## config.mk

```make
export PLATFORM = sky130hd
export DESIGN_NAME = itcm_loader
export DESIGN_NICKNAME = d
export VERILOG_FILES = /design/src/rtl/itcm_loader_pkg.sv /design/src/rtl/ldr_word_asm.sv /design/src/rtl/itcm_loader.sv
export SDC_FILE = /design/constraint.sdc
export NUM_CORES = 1
export LEC_CHECK = 0
export CAP_MARGIN = 10
export CORE_ASPECT_RATIO = 2
export CORE_UTILIZATION = 54
export DETAILED_ROUTE_END_ITERATION = 16
export PLACE_DENSITY = 0.77
export SLEW_MARGIN = 5
export SYNTH_ARGS = -nofsm -noshare
export SYNTH_HDL_FRONTEND = slang
export SYNTH_SLANG_ARGS = --single-unit
```

## constraint.sdc

```tcl
create_clock -name clk -period 3.9 [get_ports clk]
set_clock_uncertainty 0.15 [all_clocks]
set_input_delay 0.975 -clock clk [delete_from_list [all_inputs] [get_ports clk]]
set_output_delay 0.975 -clock clk [all_outputs]
set_load 0.02 [all_outputs]
```

## src/rtl/itcm_loader_pkg.sv

```systemverilog
// Shared widths, frame constants, state encodings and error codes for the
// ITCM boot loader.
package itcm_loader_pkg;

    localparam int unsigned ITCM_RAM_AW = 10;
    localparam int unsigned ITCM_RAM_DW = 32;
    localparam int unsigned ITCM_RAM_MW = 4;

    localparam logic [7:0] LDR_SYNC = 8'hA5;

    localparam logic [2:0] LDR_IDLE   = 3'd0;
    localparam logic [2:0] LDR_HDR    = 3'd1;
    localparam logic [2:0] LDR_DATA   = 3'd2;
    localparam logic [2:0] LDR_CSUM   = 3'd3;
    localparam logic [2:0] LDR_VERIFY = 3'd4;

    localparam logic [1:0] LDR_ERR_RANGE  = 2'd1;
    localparam logic [1:0] LDR_ERR_CSUM   = 2'd2;
    localparam logic [1:0] LDR_ERR_VERIFY = 2'd3;

    // BASE must lie inside ITCM and BASE+N must not run past the end (33-bit sum).
    function automatic logic range_ok(input logic [31:0] base, input logic [15:0] n);
        logic [32:0] end_a;
        end_a = {1'b0, base} + {17'd0, n};
        return (base[31:ITCM_RAM_AW] == '0) && (end_a <= (33'd1 << ITCM_RAM_AW));
    endfunction

endpackage

```

## src/rtl/ldr_word_asm.sv

```systemverilog
// Byte-to-word shifter: assembles four bytes little-endian and pulses
// word_valid_o, with the full word, on the cycle the 4th byte arrives.
module ldr_word_asm
    import itcm_loader_pkg::*;
(
    input  logic                   clk,
    input  logic                   rst_n,
    input  logic                   clr_i,
    input  logic                   byte_valid_i,
    input  logic [7:0]             byte_i,
    output logic                   word_valid_o,
    output logic [ITCM_RAM_DW-1:0] word_o
);

    logic [1:0]  cnt_q, cnt_d;
    logic [23:0] sh_q, sh_d;

    always_comb begin
        cnt_d = cnt_q;
        sh_d  = sh_q;
        if (clr_i) begin
            cnt_d = '0;
        end else if (byte_valid_i) begin
            cnt_d = cnt_q + 2'd1;
            sh_d  = {byte_i, sh_q[23:8]};
        end
    end

    assign word_valid_o = byte_valid_i && (cnt_q == 2'd3);
    assign word_o       = {byte_i, sh_q};

    always_ff @(posedge clk or negedge rst_n) begin
        if (!rst_n) begin
            cnt_q <= '0;
            sh_q  <= '0;
        end else begin
            cnt_q <= cnt_d;
            sh_q  <= sh_d;
        end
    end

endmodule

```

## src/rtl/itcm_loader.sv

```systemverilog
// Boot-time ITCM loader: receives a framed byte stream, writes words into ITCM,
// checks the frame checksum, reads back to verify, and releases the core.
module itcm_loader
    import itcm_loader_pkg::*;
(
    input  logic                   clk,
    input  logic                   rst_n,
    input  logic                   in_valid,
    input  logic [7:0]             in_data,
    output logic                   in_ready,
    output logic                   itcm_ram_we,
    output logic [ITCM_RAM_AW-1:0] itcm_ram_addr,
    output logic [ITCM_RAM_DW-1:0] itcm_ram_din,
    output logic [ITCM_RAM_MW-1:0] itcm_ram_wem,
    input  logic [ITCM_RAM_DW-1:0] itcm_ram_dout,
    output logic                   core_rst_n,
    output logic                   done,
    output logic                   err,
    output logic [1:0]             err_code
);

    logic [2:0]             state_q, state_d;
    logic [2:0]             hcnt_q, hcnt_d;
    logic [31:0]            base_q, base_d;
    logic [15:0]            cnt_q, cnt_d;
    logic [15:0]            k_q, k_d;
    logic [16:0]            vcnt_q, vcnt_d;
    logic [7:0]             sum_q, sum_d;
    logic [ITCM_RAM_DW-1:0] wsig_q, wsig_d;
    logic [ITCM_RAM_DW-1:0] rsig_q, rsig_d;
    logic                   we_q, we_d;
    logic [ITCM_RAM_AW-1:0] addr_q, addr_d;
    logic [ITCM_RAM_DW-1:0] din_q, din_d;
    logic [ITCM_RAM_MW-1:0] wem_q, wem_d;
    logic                   crst_q, crst_d;
    logic                   done_q, done_d;
    logic                   err_q, err_d;
    logic [1:0]             ecode_q, ecode_d;

    logic                   acc;
    logic [7:0]             sum_add;
    logic [15:0]            n_last;
    logic [15:0]            k_inc;
    logic [16:0]            vj;
    logic [ITCM_RAM_AW-1:0] wr_addr;
    logic [ITCM_RAM_AW-1:0] rd_addr;
    logic [ITCM_RAM_DW-1:0] rsig_nx;
    logic                   wa_valid;
    logic [ITCM_RAM_DW-1:0] wa_word;

    assign in_ready = (state_q != LDR_VERIFY);
    assign acc      = in_valid && in_ready;
    assign sum_add  = sum_q + in_data;
    assign n_last   = {in_data, cnt_q[15:8]};
    assign k_inc    = k_q + 16'd1;
    assign vj       = vcnt_q + 17'd1;
    assign wr_addr  = base_q[ITCM_RAM_AW-1:0] + k_q[ITCM_RAM_AW-1:0];
    assign rd_addr  = base_q[ITCM_RAM_AW-1:0] + vj[ITCM_RAM_AW-1:0];
    assign rsig_nx  = rsig_q ^ ((vj >= 17'd2) ? itcm_ram_dout : '0);

    ldr_word_asm u_word_asm (
        .clk          (clk),
        .rst_n        (rst_n),
        .clr_i        (acc && (state_q == LDR_IDLE) && (in_data == LDR_SYNC)),
        .byte_valid_i (acc && (state_q == LDR_DATA)),
        .byte_i       (in_data),
        .word_valid_o (wa_valid),
        .word_o       (wa_word)
    );

    always_comb begin
        state_d = state_q;
        hcnt_d  = hcnt_q;
        base_d  = base_q;
        cnt_d   = cnt_q;
        k_d     = k_q;
        vcnt_d  = vcnt_q;
        sum_d   = sum_q;
        wsig_d  = wsig_q;
        rsig_d  = rsig_q;
        we_d    = 1'b0;
        addr_d  = addr_q;
        din_d   = din_q;
        wem_d   = '0;
        crst_d  = crst_q;
        done_d  = done_q;
        err_d   = err_q;
        ecode_d = ecode_q;

        case (state_q)
            LDR_IDLE: begin
                if (acc && (in_data == LDR_SYNC)) begin
                    state_d = LDR_HDR;
                    done_d  = 1'b0;
                    err_d   = 1'b0;
                    ecode_d = '0;
                    crst_d  = 1'b0;
                    sum_d   = '0;
                    hcnt_d  = '0;
                    k_d     = '0;
                    wsig_d  = '0;
                end
            end
            LDR_HDR: begin
                if (acc) begin
                    sum_d  = sum_add;
                    hcnt_d = hcnt_q + 3'd1;
                    if (hcnt_q < 3'd4) begin
                        base_d = {in_data, base_q[31:8]};
                    end else begin
                        cnt_d = n_last;
                    end
                    if (hcnt_q == 3'd5) begin
                        if (!range_ok(base_q, n_last)) begin
                            err_d   = 1'b1;
                            ecode_d = LDR_ERR_RANGE;
                            state_d = LDR_IDLE;
                        end else if (n_last == 16'd0) begin
                            state_d = LDR_CSUM;
                        end else begin
                            state_d = LDR_DATA;
                        end
                    end
                end
            end
            LDR_DATA: begin
                if (acc) begin
                    sum_d = sum_add;
                end
                if (wa_valid) begin
                    we_d   = 1'b1;
                    wem_d  = '1;
                    addr_d = wr_addr;
                    din_d  = wa_word;
                    wsig_d = wsig_q ^ wa_word;
                    k_d    = k_inc;
                    if (k_inc == cnt_q) begin
                        state_d = LDR_CSUM;
                    end
                end
            end
            LDR_CSUM: begin
                if (acc) begin
                    if (sum_add != 8'd0) begin
                        err_d   = 1'b1;
                        ecode_d = LDR_ERR_CSUM;
                        state_d = LDR_IDLE;
                    end else begin
                        // First readback address goes out on the CSUM edge so
                        // VERIFY spans exactly N+1 cycles.
                        state_d = LDR_VERIFY;
                        vcnt_d  = '0;
                        rsig_d  = '0;
                        if (cnt_q != 16'd0) begin
                            addr_d = base_q[ITCM_RAM_AW-1:0];
                        end
                    end
                end
            end
            LDR_VERIFY: begin
                vcnt_d = vj;
                rsig_d = rsig_nx;
                if (vj < {1'b0, cnt_q}) begin
                    addr_d = rd_addr;
                end
                if (vj > {1'b0, cnt_q}) begin
                    state_d = LDR_IDLE;
                    if (rsig_nx == wsig_q) begin
                        done_d = 1'b1;
                        crst_d = 1'b1;
                    end else begin
                        err_d   = 1'b1;
                        ecode_d = LDR_ERR_VERIFY;
                    end
                end
            end
            default: state_d = LDR_IDLE;
        endcase
    end

    always_ff @(posedge clk or negedge rst_n) begin
        if (!rst_n) begin
            state_q <= LDR_IDLE;
            hcnt_q  <= '0;
            base_q  <= '0;
            cnt_q   <= '0;
            k_q     <= '0;
            vcnt_q  <= '0;
            sum_q   <= '0;
            wsig_q  <= '0;
            rsig_q  <= '0;
            we_q    <= 1'b0;
            addr_q  <= '0;
            din_q   <= '0;
            wem_q   <= '0;
            crst_q  <= 1'b0;
            done_q  <= 1'b0;
            err_q   <= 1'b0;
            ecode_q <= '0;
        end else begin
            state_q <= state_d;
            hcnt_q  <= hcnt_d;
            base_q  <= base_d;
            cnt_q   <= cnt_d;
            k_q     <= k_d;
            vcnt_q  <= vcnt_d;
            sum_q   <= sum_d;
            wsig_q  <= wsig_d;
            rsig_q  <= rsig_d;
            we_q    <= we_d;
            addr_q  <= addr_d;
            din_q   <= din_d;
            wem_q   <= wem_d;
            crst_q  <= crst_d;
            done_q  <= done_d;
            err_q   <= err_d;
            ecode_q <= ecode_d;
        end
    end

    assign itcm_ram_we   = we_q;
    assign itcm_ram_addr = addr_q;
    assign itcm_ram_din  = din_q;
    assign itcm_ram_wem  = wem_q;
    assign core_rst_n    = crst_q;
    assign done          = done_q;
    assign err           = err_q;
    assign err_code      = ecode_q;

endmodule

```

# --- Word-level counts from Yosys, hierarchy flattened ---
# Index checks and enable logic that the tools add are counted.
# W data, S select, Z words.
classes:
  add_sub_neg: 8
  n_lt_le_gt_ge: 5
  eq_ne: 25
  muxes: 63
  n_bitwise: 4
  n_reduce_logical: 33
ops:
  columns: ["op", "n"]
  rows:
  - ["$mux W32", 5]
  - ["$pmux W32 S2", 2]
  - ["$xor A32 B32 Y32", 2]
  - ["$mux W10", 5]
  - ["$mux W17", 2]
  - ["$pmux W17 S2", 1]
  - ["$add A32 B16 Y33", 1]
  - ["$le A33 B11 Y1 const B", 1]
  - ["$eq A32 B32 Y1", 1]
  - ["$mux W16", 2]
  - ["$pmux W16 S2", 1]
  - ["$mux W3", 10]
  - ["$pmux W10 S3", 1]
  - ["$logic_not A22 Y1", 1]
  - ["$mux W2", 11]
  - ["$ne A2 B2 Y1 const B", 11]
  - ["$add A10 B10 Y10", 2]
  - ["$reduce_and A3 Y1", 6]
  - ["$add A17 B1 Y17 const B", 1]
  - ["$ge A17 B2 Y1 const B", 1]
  - ["$gt A17 B16 Y1", 1]
  - ["$lt A17 B16 Y1", 1]
  - ["$add A16 B1 Y16 const B", 1]
  - ["$eq A16 B16 Y1", 1]
  - ["35 further kinds", 67]
totals:
  register_bits: 236
  input_bits: 43
  out_inout_bits: 53

# --- Longest topological paths before layout ---
# Gate-level depths: netlist (run 1).
logic_depth:
  word_depth: 8
  depth_mapped: 21

# --- By module ---
# From an unflattened synthesis (run 1), not the netlist that was laid out.
unflattened:
  hier_cells: 1513
  area_unflattened_um2: 13915.8
by_module_without_submodules:
  columns: ["module", "n_inst", "cells_each", "area_per_inst_um2", "seq_area_each_um2"]
  rows:
  - ["itcm_loader", 1, 1445, 12748.5, 5154.9]
  - ["ldr_word_asm", 1, 68, 1167.4, 650.6]

# --- Worst setup path after synthesis (run 1) ---
# Ideal clock, no wire load.
synth_path:
  kind: "register -> register"
  start: "register state_q[0]"
  end: "register addr_q[9] (netlist: itcm_ram_addr[9])"
  setup_ps: 82
  arrival_time_ps: 3827
  required_time_ps: 3668
  setup_slack_ps: -159
  path_stages_with_launch: 20
  synth_period_minus_slack_ps: 4059
  cell_sequence: "dfrtp_1 -> clkbuf_1 -> inv_1 -> nand2_1 -> nor2_1 -> inv_1 -> clkbuf_1 -> clkbuf_1 -> o21ai_0 -> ha_1 -> a21o_1 -> a21oi_1 -> o21bai_1 -> a21oi_1 -> o21bai_1 -> a31oi_1 -> nor2b_1 -> or3_1 -> a31o_2 -> a31oi_1"
synth_via:
  elab_chain_cells: 6
  word_cells_on_any_way: 15
synth_lines:
  columns: ["item", "line_no", "source"]
  rows:
  - ["start, declared", "itcm_loader.sv:22", "logic [2:0] state_q, state_d;"]
  - ["start signal, assigned", "itcm_loader.sv:201", "state_q <= state_d;"]
  - ["$ne A3 B3 Y1 *", "itcm_loader.sv:51", "assign in_ready = (state_q != LDR_VERIFY);"]
  - ["net in_ready", "itcm_loader.sv:10", "output logic in_ready,"]
  - ["$logic_and A1 B1 Y1 *", "itcm_loader.sv:52", "assign acc = in_valid && in_ready;"]
  - ["$logic_and A1 B1 Y1", "itcm_loader.sv:65", ".byte_valid_i (acc && (state_q == LDR_DATA)),"]
  - ["$logic_and A1 B1 Y1", "ldr_word_asm.sv:29", "assign word_valid_o = byte_valid_i && (cnt_q == 2'd3);"]
  - ["$ne A2 B1 Y1 (no source line)", null, null]
  - ["$reduce_and A6 Y1 (no source line) *", null, null]
  - ["end signal, assigned", "itcm_loader.sv:211", "addr_q <= addr_d;"]
  - ["end, declared", "itcm_loader.sv:32", "logic [ITCM_RAM_AW-1:0] addr_q, addr_d;"]
# Mark *: on every way through the listed nets, which the timed path passes. The rest lies on a longest branch.
# A chain may end at the register's enable or synchronous reset.

# --- Final worst setup path (run 1) ---
layout_path:
  start: "register vcnt_q[1]"
  end: "register done_q (netlist: done)"
layout_via:
  elab_chain_cells: 7
  word_cells_on_any_way: 9
layout_lines:
  columns: ["item", "line_no", "source"]
  rows:
  - ["start, declared", "itcm_loader.sv:27", "logic [16:0] vcnt_q, vcnt_d;"]
  - ["start signal, assigned", "itcm_loader.sv:206", "vcnt_q <= vcnt_d;"]
  - ["$add A17 B1 Y17 *", "itcm_loader.sv:56", "assign vj = vcnt_q + 17'd1;"]
  - ["$ge A17 B2 Y1", "itcm_loader.sv:59", "assign rsig_nx = rsig_q ^ ((vj >= 17'd2) ? itcm_ram_dout : '0);"]
  - ["$mux W32", "itcm_loader.sv:59", null]
  - ["$xor A32 B32 Y32", "itcm_loader.sv:59", null]
  - ["$eq A32 B32 Y1", "itcm_loader.sv:168", "if (rsig_nx == wsig_q) begin"]
  - ["$ne A2 B2 Y1 (no source line)", null, null]
  - ["$reduce_and A4 Y1 (no source line) *", null, null]
  - ["end signal, assigned", "itcm_loader.sv:215", "done_q <= done_d;"]
  - ["end, declared", "itcm_loader.sv:36", "logic done_q, done_d;"]
# Mark *: on every way between the ends. The rest lies on a longest branch, timed or not.

==> flow_summary.ini, run 1 <==
[synthesis]
syn_nets = 1564
synth_seq_cells = 232
yosysSeqAreaShare_pct = 42.9
synth_flop_cell = dfrtp_1
synth_warnings = 0
yosys.cell_types.count = 70
synthCells = 1464
syn_area_um2 = 13500
synth_edf_count = 0
yosysMostFrequentCell = dfrtp_1
async_reset_ff_share_pct = 100
synthTopCellsByCount = 232 x dfrtp_1, 217 x nand2_1, 143 x o21ai_0, 101 x nor2_1, 82 x a21oi_1
yosys.area.top_type = dfrtp_1
syn_area_per_cell_um2 = 9.25
synth_area_leaders = dfrtp_1 43%, nand2_1 6.0%, mux2_2 5.5%
synth.top_cell.area_share_pct = 42.9

[detailed_routing]
routed_wl_mm = 40.7
drt_iter0_drc = 765
antenna_left = 0
drc = 0
first_pass_iters = 5
vias = 11816
wl_per_cell_um = 20.5
avgViaCountPerCell = 5.96

[clock_network]
numCtsBuffers = 23
cts_htree_levels = 1
tritoncts = done
root_buffer = clkbuf_16
clock_sinks = 232
cts_hold_buf = 0
cts_buffer_depth = 3
clk_latency_ns = 0.54
clk_pin_slew_ns = 0.06

[finish]
final_nets = 1734
syn_to_final_growth_pct = 23.2
diodes = 0
fillers = 1954
drive_gt1_share_pct = 17.6
fin_util_pct = 68.0

[run]
maxCapViolations = 0

[grt]
grt_overflow = 0
grt_pass1_wl_mm = 63.0
gr-usage-all-layers_pct = 32.0
antenna_found_initial = 0
grt_pass1_vias = 12114
grt_max_degree = 90

[placed_design]
gp_congestion = 1.00
dp.final_hpwl_mm = 29.2
io_buffers = 95
pre_cts_slack_ns = -0.565

[critical_path]
reg2reg_depth = 14
cpMaxStageDelayCell = or4_4
end_kind = flop
rr_endpoint = done$_DFFE_PN0P_
cp_common_cell = or4_4
path_cells = ha_4 -> buf_6 -> nand4_1 -> nor4_4 -> xnor2_2 -> o21ai_1 -> or4_4 -> buf_12 -> o21ai_2 -> a32oi_2 -> or4_4 -> nor3_2 -> buf_4 -> a32o_1
path_buf_inv = 3
cp.arrival_ns = 4.17
cp_slowest_stage_delay_ns = 0.57
path_max_fanout = 16
critPathTopFamily = simple AND/OR/NAND/NOR gates
cp-startpoint = vcnt_q[1]$_DFFE_PN0P_
r2r_slack_ns = 0.04
startpoint_type = flop
reg2reg_from = vcnt_q[1]$_DFFE_PN0P_
crit_type = flop to flop
cp.required_ns = 4.21

[power_and_ir_drop]
report.power.total_uw = 8990
ir_worst_vdd_uv = 552
p_per_area_nw_per_um2 = 539
leakage_uw = 0.00783

[sta]
maxSlewHeadroom_pct = 31.2
drv_slew = 0
worstMarginPinSlew_ns = 1.03
post-route-period-util_pct = 98.9
finalSetupTns_ns = 0
rsz0062_at_grt = yes
finalSetupViolCount = 0
setup_ws_ns = 0.0417
fin_crit_ns = 3.86
max_freq_mhz = 259
finalHoldViolations = 0

[worst_hold_path]
hold_path_class = input pin to asynchronous set/reset pin

[status]
status = complete, no violations

[floorplanning]
start_util_pct = 55.2
die_h_um = 226
placementRows = 81
io_pins = 96
die_area_um2 = 25700
die_w_um = 114
core_um2 = 24500
cell type report:
cell class                      count  area [µm²]  area share (%)
Timing Repair Buffer              211        1980            11.9
Clock buffer                       33         633            3.80
Clock inverter                      8         129           0.773
Inverter                           60         225            1.35
Tap cell                          332         415            2.49
Sequential cell                   232        5810            34.8
Multi-Input combinational cell   1106        7490            44.9
worst max path at each step:
stage	endpoint	depth (start not counted)	slack (ns)
2_1_floorplan	itcm_ram_addr[9]$_DFFE_PN0P_	19	0.02
3_3_place_gp	itcm_ram_addr[1]$_DFFE_PN0P_	13	-0.48
3_5_place_dp	itcm_ram_addr[9]$_DFFE_PN0P_	13	-0.56
4_1_cts	itcm_ram_addr[9]$_DFFE_PN0P_	17	0.03
5_1_grt	itcm_ram_addr[2]$_DFFE_PN0P_	16	-0.04
6_report	done$_DFFE_PN0P_	14	0.04
what timing repair did:
item / CTS / global route
gates cloned: 0 / 3
pin swaps: 0 / 22
resized for setup: 7 / 51
buffers inserted: 0 / 11
setup endpoints to repair: 8 / 15
report_power, final:
group | internal [µW] | leakage, µW | switching, µW
Clock | 1340 | 0.000367 | 976
Combinational | 1620 | 0.00443 | 1790
Sequential | 2790 | 0.00304 | 484
layout by cell type (no fill, tap or decap), drive strengths merged, types with 6 or more instances in the layout:
master | Yosys | routed
xnor2 | 62 | 62
a32oi | 9 | 9
dfrtp | 232 | 232
o21ai | 150 | 150
nand3 | 23 | 23
nand4 | 18 | 18
o21bai | 6 | 6
xor2 | 81 | 81
a21oi | 82 | 82
buf | 21 | 116
a31oi | 11 | 11
a211oi | 6 | 6
nor3 | 14 | 14
or4 | 8 | 8
nor2 | 101 | 101
or3 | 6 | 6
clkdlybuf4s50 | 0 | 94
a211o | 11 | 11
nor4 | 17 | 17
and3 | 27 | 27
mux2i | 6 | 6
ha | 54 | 54
or2 | 10 | 10
a21o | 20 | 20
and2 | 8 | 8
inv | 60 | 62
nor2b | 6 | 6
clkbuf | 45 | 34
nor4b | 14 | 14
mux2 | 66 | 66
nand2 | 218 | 218
a31o | 11 | 11
state kept, by name, indices dropped and copies added (netlist names):
name and cells:
done 1, itcm_ram_din 32, base_q 32, err 1
state_q 3, cnt_q 16, err_code 2, itcm_ram_addr 10
vcnt_q 17, u_word_asm.cnt_q 2, u_word_asm.sh_q 24, k_q 16
itcm_ram_wem 1, rsig_q 32, sum_q 8, wsig_q 32
hcnt_q 3
cells by family after synthesis:
logic type | count (synthesis) | synth area share, %
muxes | 72 | 5.93
AOI/OAI and AO/OA | 350 | 15.7
DFF | 232 | 42.9
xor gates and xnor gates | 143 | 9.25
and+or+nand+nor | 484 | 17.0
adders and majority gates | 57 | 5.43
buffers and inverters | 126 | 3.84
routing by layer:
layer  up-vias  wire length [µm]  global-route usage (%)
li1       5468                 -                       -
met1      5779             14000                    32.3
met2       397             21500                    58.6
met3       172              1440                    3.46
met4         0              3800                    25.6
met5         -                 0                       0
through the flow:
| stage | area (µm²) | cells | hold WS (ns) |
|---|---|---|---|
| floorplan | 13500 | 1464 | 0.318 |
| detailed placement | 15500 | 1927 | 0.322 |
| global route | 16700 | 1982 | 0.245 |
| CTS | 16300 | 1968 | 0.226 |
| global placement | 15500 | 1927 | 0.312 |
| finish | 16700 | 1982 | 0.206 |
worst register-to-register path: stages, from the launching register on:
cell and delay, ns:
dfrtp_1 0.42, ha_4 0.19, buf_6 0.10, nand4_1 0.20
nor4_4 0.34, xnor2_2 0.20, o21ai_1 0.11, or4_4 0.57
buf_12 0.18, o21ai_2 0.07, a32oi_2 0.20, or4_4 0.57
nor3_2 0.16, buf_4 0.17, a32o_1 0.16
Power figures use the tool's default switching activity.
==> run 2: changes to the inputs <==
--- a/config.mk
+++ b/config.mk
@@ -7,9 +7,10 @@
 export LEC_CHECK = 0
 export CAP_MARGIN = 10
 export CORE_ASPECT_RATIO = 2
-export CORE_UTILIZATION = 54
+export CORE_UTILIZATION = 55
 export DETAILED_ROUTE_END_ITERATION = 16
-export PLACE_DENSITY = 0.77
+export DONT_BUFFER_PORTS = 1
+export PLACE_DENSITY = 0.73
 export SLEW_MARGIN = 5
 export SYNTH_ARGS = -nofsm -noshare
 export SYNTH_HDL_FRONTEND = slang
==> flow_summary.ini, run 2 (synthesis gave the netlist of run 1 again) <==
[clock_network]
clock_sinks = 232
tritoncts = done
clk_latency_ns = 0.54
root_buffer = clkbuf_16
cts_buffer_depth = 3
cts_htree_levels = 1
clk_pin_slew_ns = 0.07
numCtsBuffers = 23

[finish]
final_cell_mix = 232 x dfrtp_1, 216 x nand2_1, 142 x o21ai_0
syn_to_final_growth_pct = 11.4
layout_commonest_cell = dfrtp_1
diodes = 0
final_nets = 1586
drive_gt1_share_pct = 14.1

[critical_path]
path_cells = ha_2 -> nand2_1 -> or4_4 -> nor2_1 -> xor2_1 -> or4_4 -> buf_12 -> o21ai_2 -> a32oi_1 -> or4_1 -> nor3_2 -> buf_4 -> a32o_1
cp.arrival_ns = 4.07
critPathTopFamily = simple AND/OR/NAND/NOR gates
r2r_slack_ns = 0.15
reg2reg_from = vcnt_q[0]$_DFFE_PN0P_
cp_slowest_stage_delay_ns = 0.57
cp.required_ns = 4.22
cpMaxStageDelayCell = or4_4
end_kind = flop
crit_type = flop to flop
rr_endpoint = done$_DFFE_PN0P_
startpoint_type = flop
path_buf_inv = 2
reg2reg_depth = 13
path_max_fanout = 55
cp_common_cell = or4_4

[grt]
grt_overflow = 0
grt_pass1_wl_mm = 60.8
grt_max_degree = 233
antenna_found_initial = 0
grt_pass1_vias = 11362
gr-usage-all-layers_pct = 31.4

[floorplanning]
die_h_um = 224
core_um2 = 24000
io_pins = 96
start_util_pct = 56.4
placementRows = 80
die_area_um2 = 25300
die_w_um = 113

[run]
maxCapViolations = 0

[sta]
post-route-period-util_pct = 96.1
maxSlewHeadroom_pct = 33.9
max_freq_mhz = 267
worstMarginPinSlew_ns = 0.985
setup_ws_ns = 0.150
drv_slew = 0
fin_crit_ns = 3.75
finalSetupViolCount = 0
finalSetupTns_ns = 0
finalHoldViolations = 0
rsz0062_at_grt = no

[detailed_routing]
avgViaCountPerCell = 6.34
antenna_left = 0
routed_wl_mm = 40.4
first_pass_iters = 6
wl_per_cell_um = 22.6
vias = 11342
drc = 0
drt_iter0_drc = 892

[power_and_ir_drop]
ir_worst_vdd_uv = 508
report.power.total_uw = 8590
leakage_uw = 0.00718
p_per_area_nw_per_um2 = 570

[placed_design]
io_buffers = 0
dp.final_hpwl_mm = 28.3
pre_cts_slack_ns = 0.0323
gp_congestion = 0.964

[status]
status = complete, no violations

[worst_hold_path]
hold_path_class = input pin to asynchronous set/reset pin
[run 2: routing by layer]
layer	track usage [%]	vias up	wire length, µm
li1	-	5178	-
met3	4.98	193	2290
met5	0	-	0
met4	25.7	0	4050
met2	57.5	417	20900
met1	30.6	5554	13100
[run 2: final cells by class]
cell class	instances	area [µm²]
Tap cell	287	359
Multi-Input combinational cell	1106	7290
Clock buffer	31	646
Sequential cell	232	5810
Inverter	60	225
Timing Repair Buffer	63	599
Fill cell	1995	8940
Clock inverter	10	163
[run 2: worst max path at each step]
stage / from / to / slack [ns] / cells past startpoint
after global placement: in_data[0] / itcm_ram_addr[8]$_DFFE_PN0P_ / 0.08 / 13
after detailed placement: in_data[0] / itcm_ram_addr[8]$_DFFE_PN0P_ / 0.03 / 13
after CTS: vcnt_q[0]$_DFFE_PN0P_ / done$_DFFE_PN0P_ / 0.06 / 13
final: vcnt_q[0]$_DFFE_PN0P_ / done$_DFFE_PN0P_ / 0.15 / 13
after floorplan: state_q[0]$_DFFE_PN0P_ / itcm_ram_addr[9]$_DFFE_PN0P_ / 0.02 / 19
after global routing: cnt_q[12]$_DFFE_PN0P_ / state_q[0]$_DFFE_PN0P_ / 0.003 / 11
[run 2: worst reg2reg max path, delay by kind of cell (launching register included)]
kind                       cells  cell delay [ns]
AOI/OAI and AO/OA              3             0.40
xor gates and xnor gates       1             0.09
adders and majority gates      1             0.22
buffers and inverters          2             0.40
DFF                            1             0.35
and+or+nand+nor                6             2.07
[run 2: power breakdown]
group	leakage, µW	internal (µW)	switching, µW
sequential	0.00304	2790	549
combinational	0.00375	1300	1550
clock	0.000390	1430	981
[run 2: stage by stage]
step / cell area, µm² / cells / hold slack (ns) / utilization [%]
final: 15100 / 1789 / 0.108 / 62.8
after global routing: 15100 / 1789 / 0.100 / 62.8
after CTS: 14900 / 1781 / -0.0189 / 62.0
after detailed placement: 14100 / 1740 / 0.343 / 58.6
after global placement: 14100 / 1740 / 0.338 / 58.6
after floorplan: 13500 / 1464 / 0.318 / -
[run 2: timing repair]
action                     4_1_cts  5_1_grt
setup buffers                    0        0
gates resized for setup          0       10
setup endpoints to repair        0       14
hold endpoints to repair       201       87
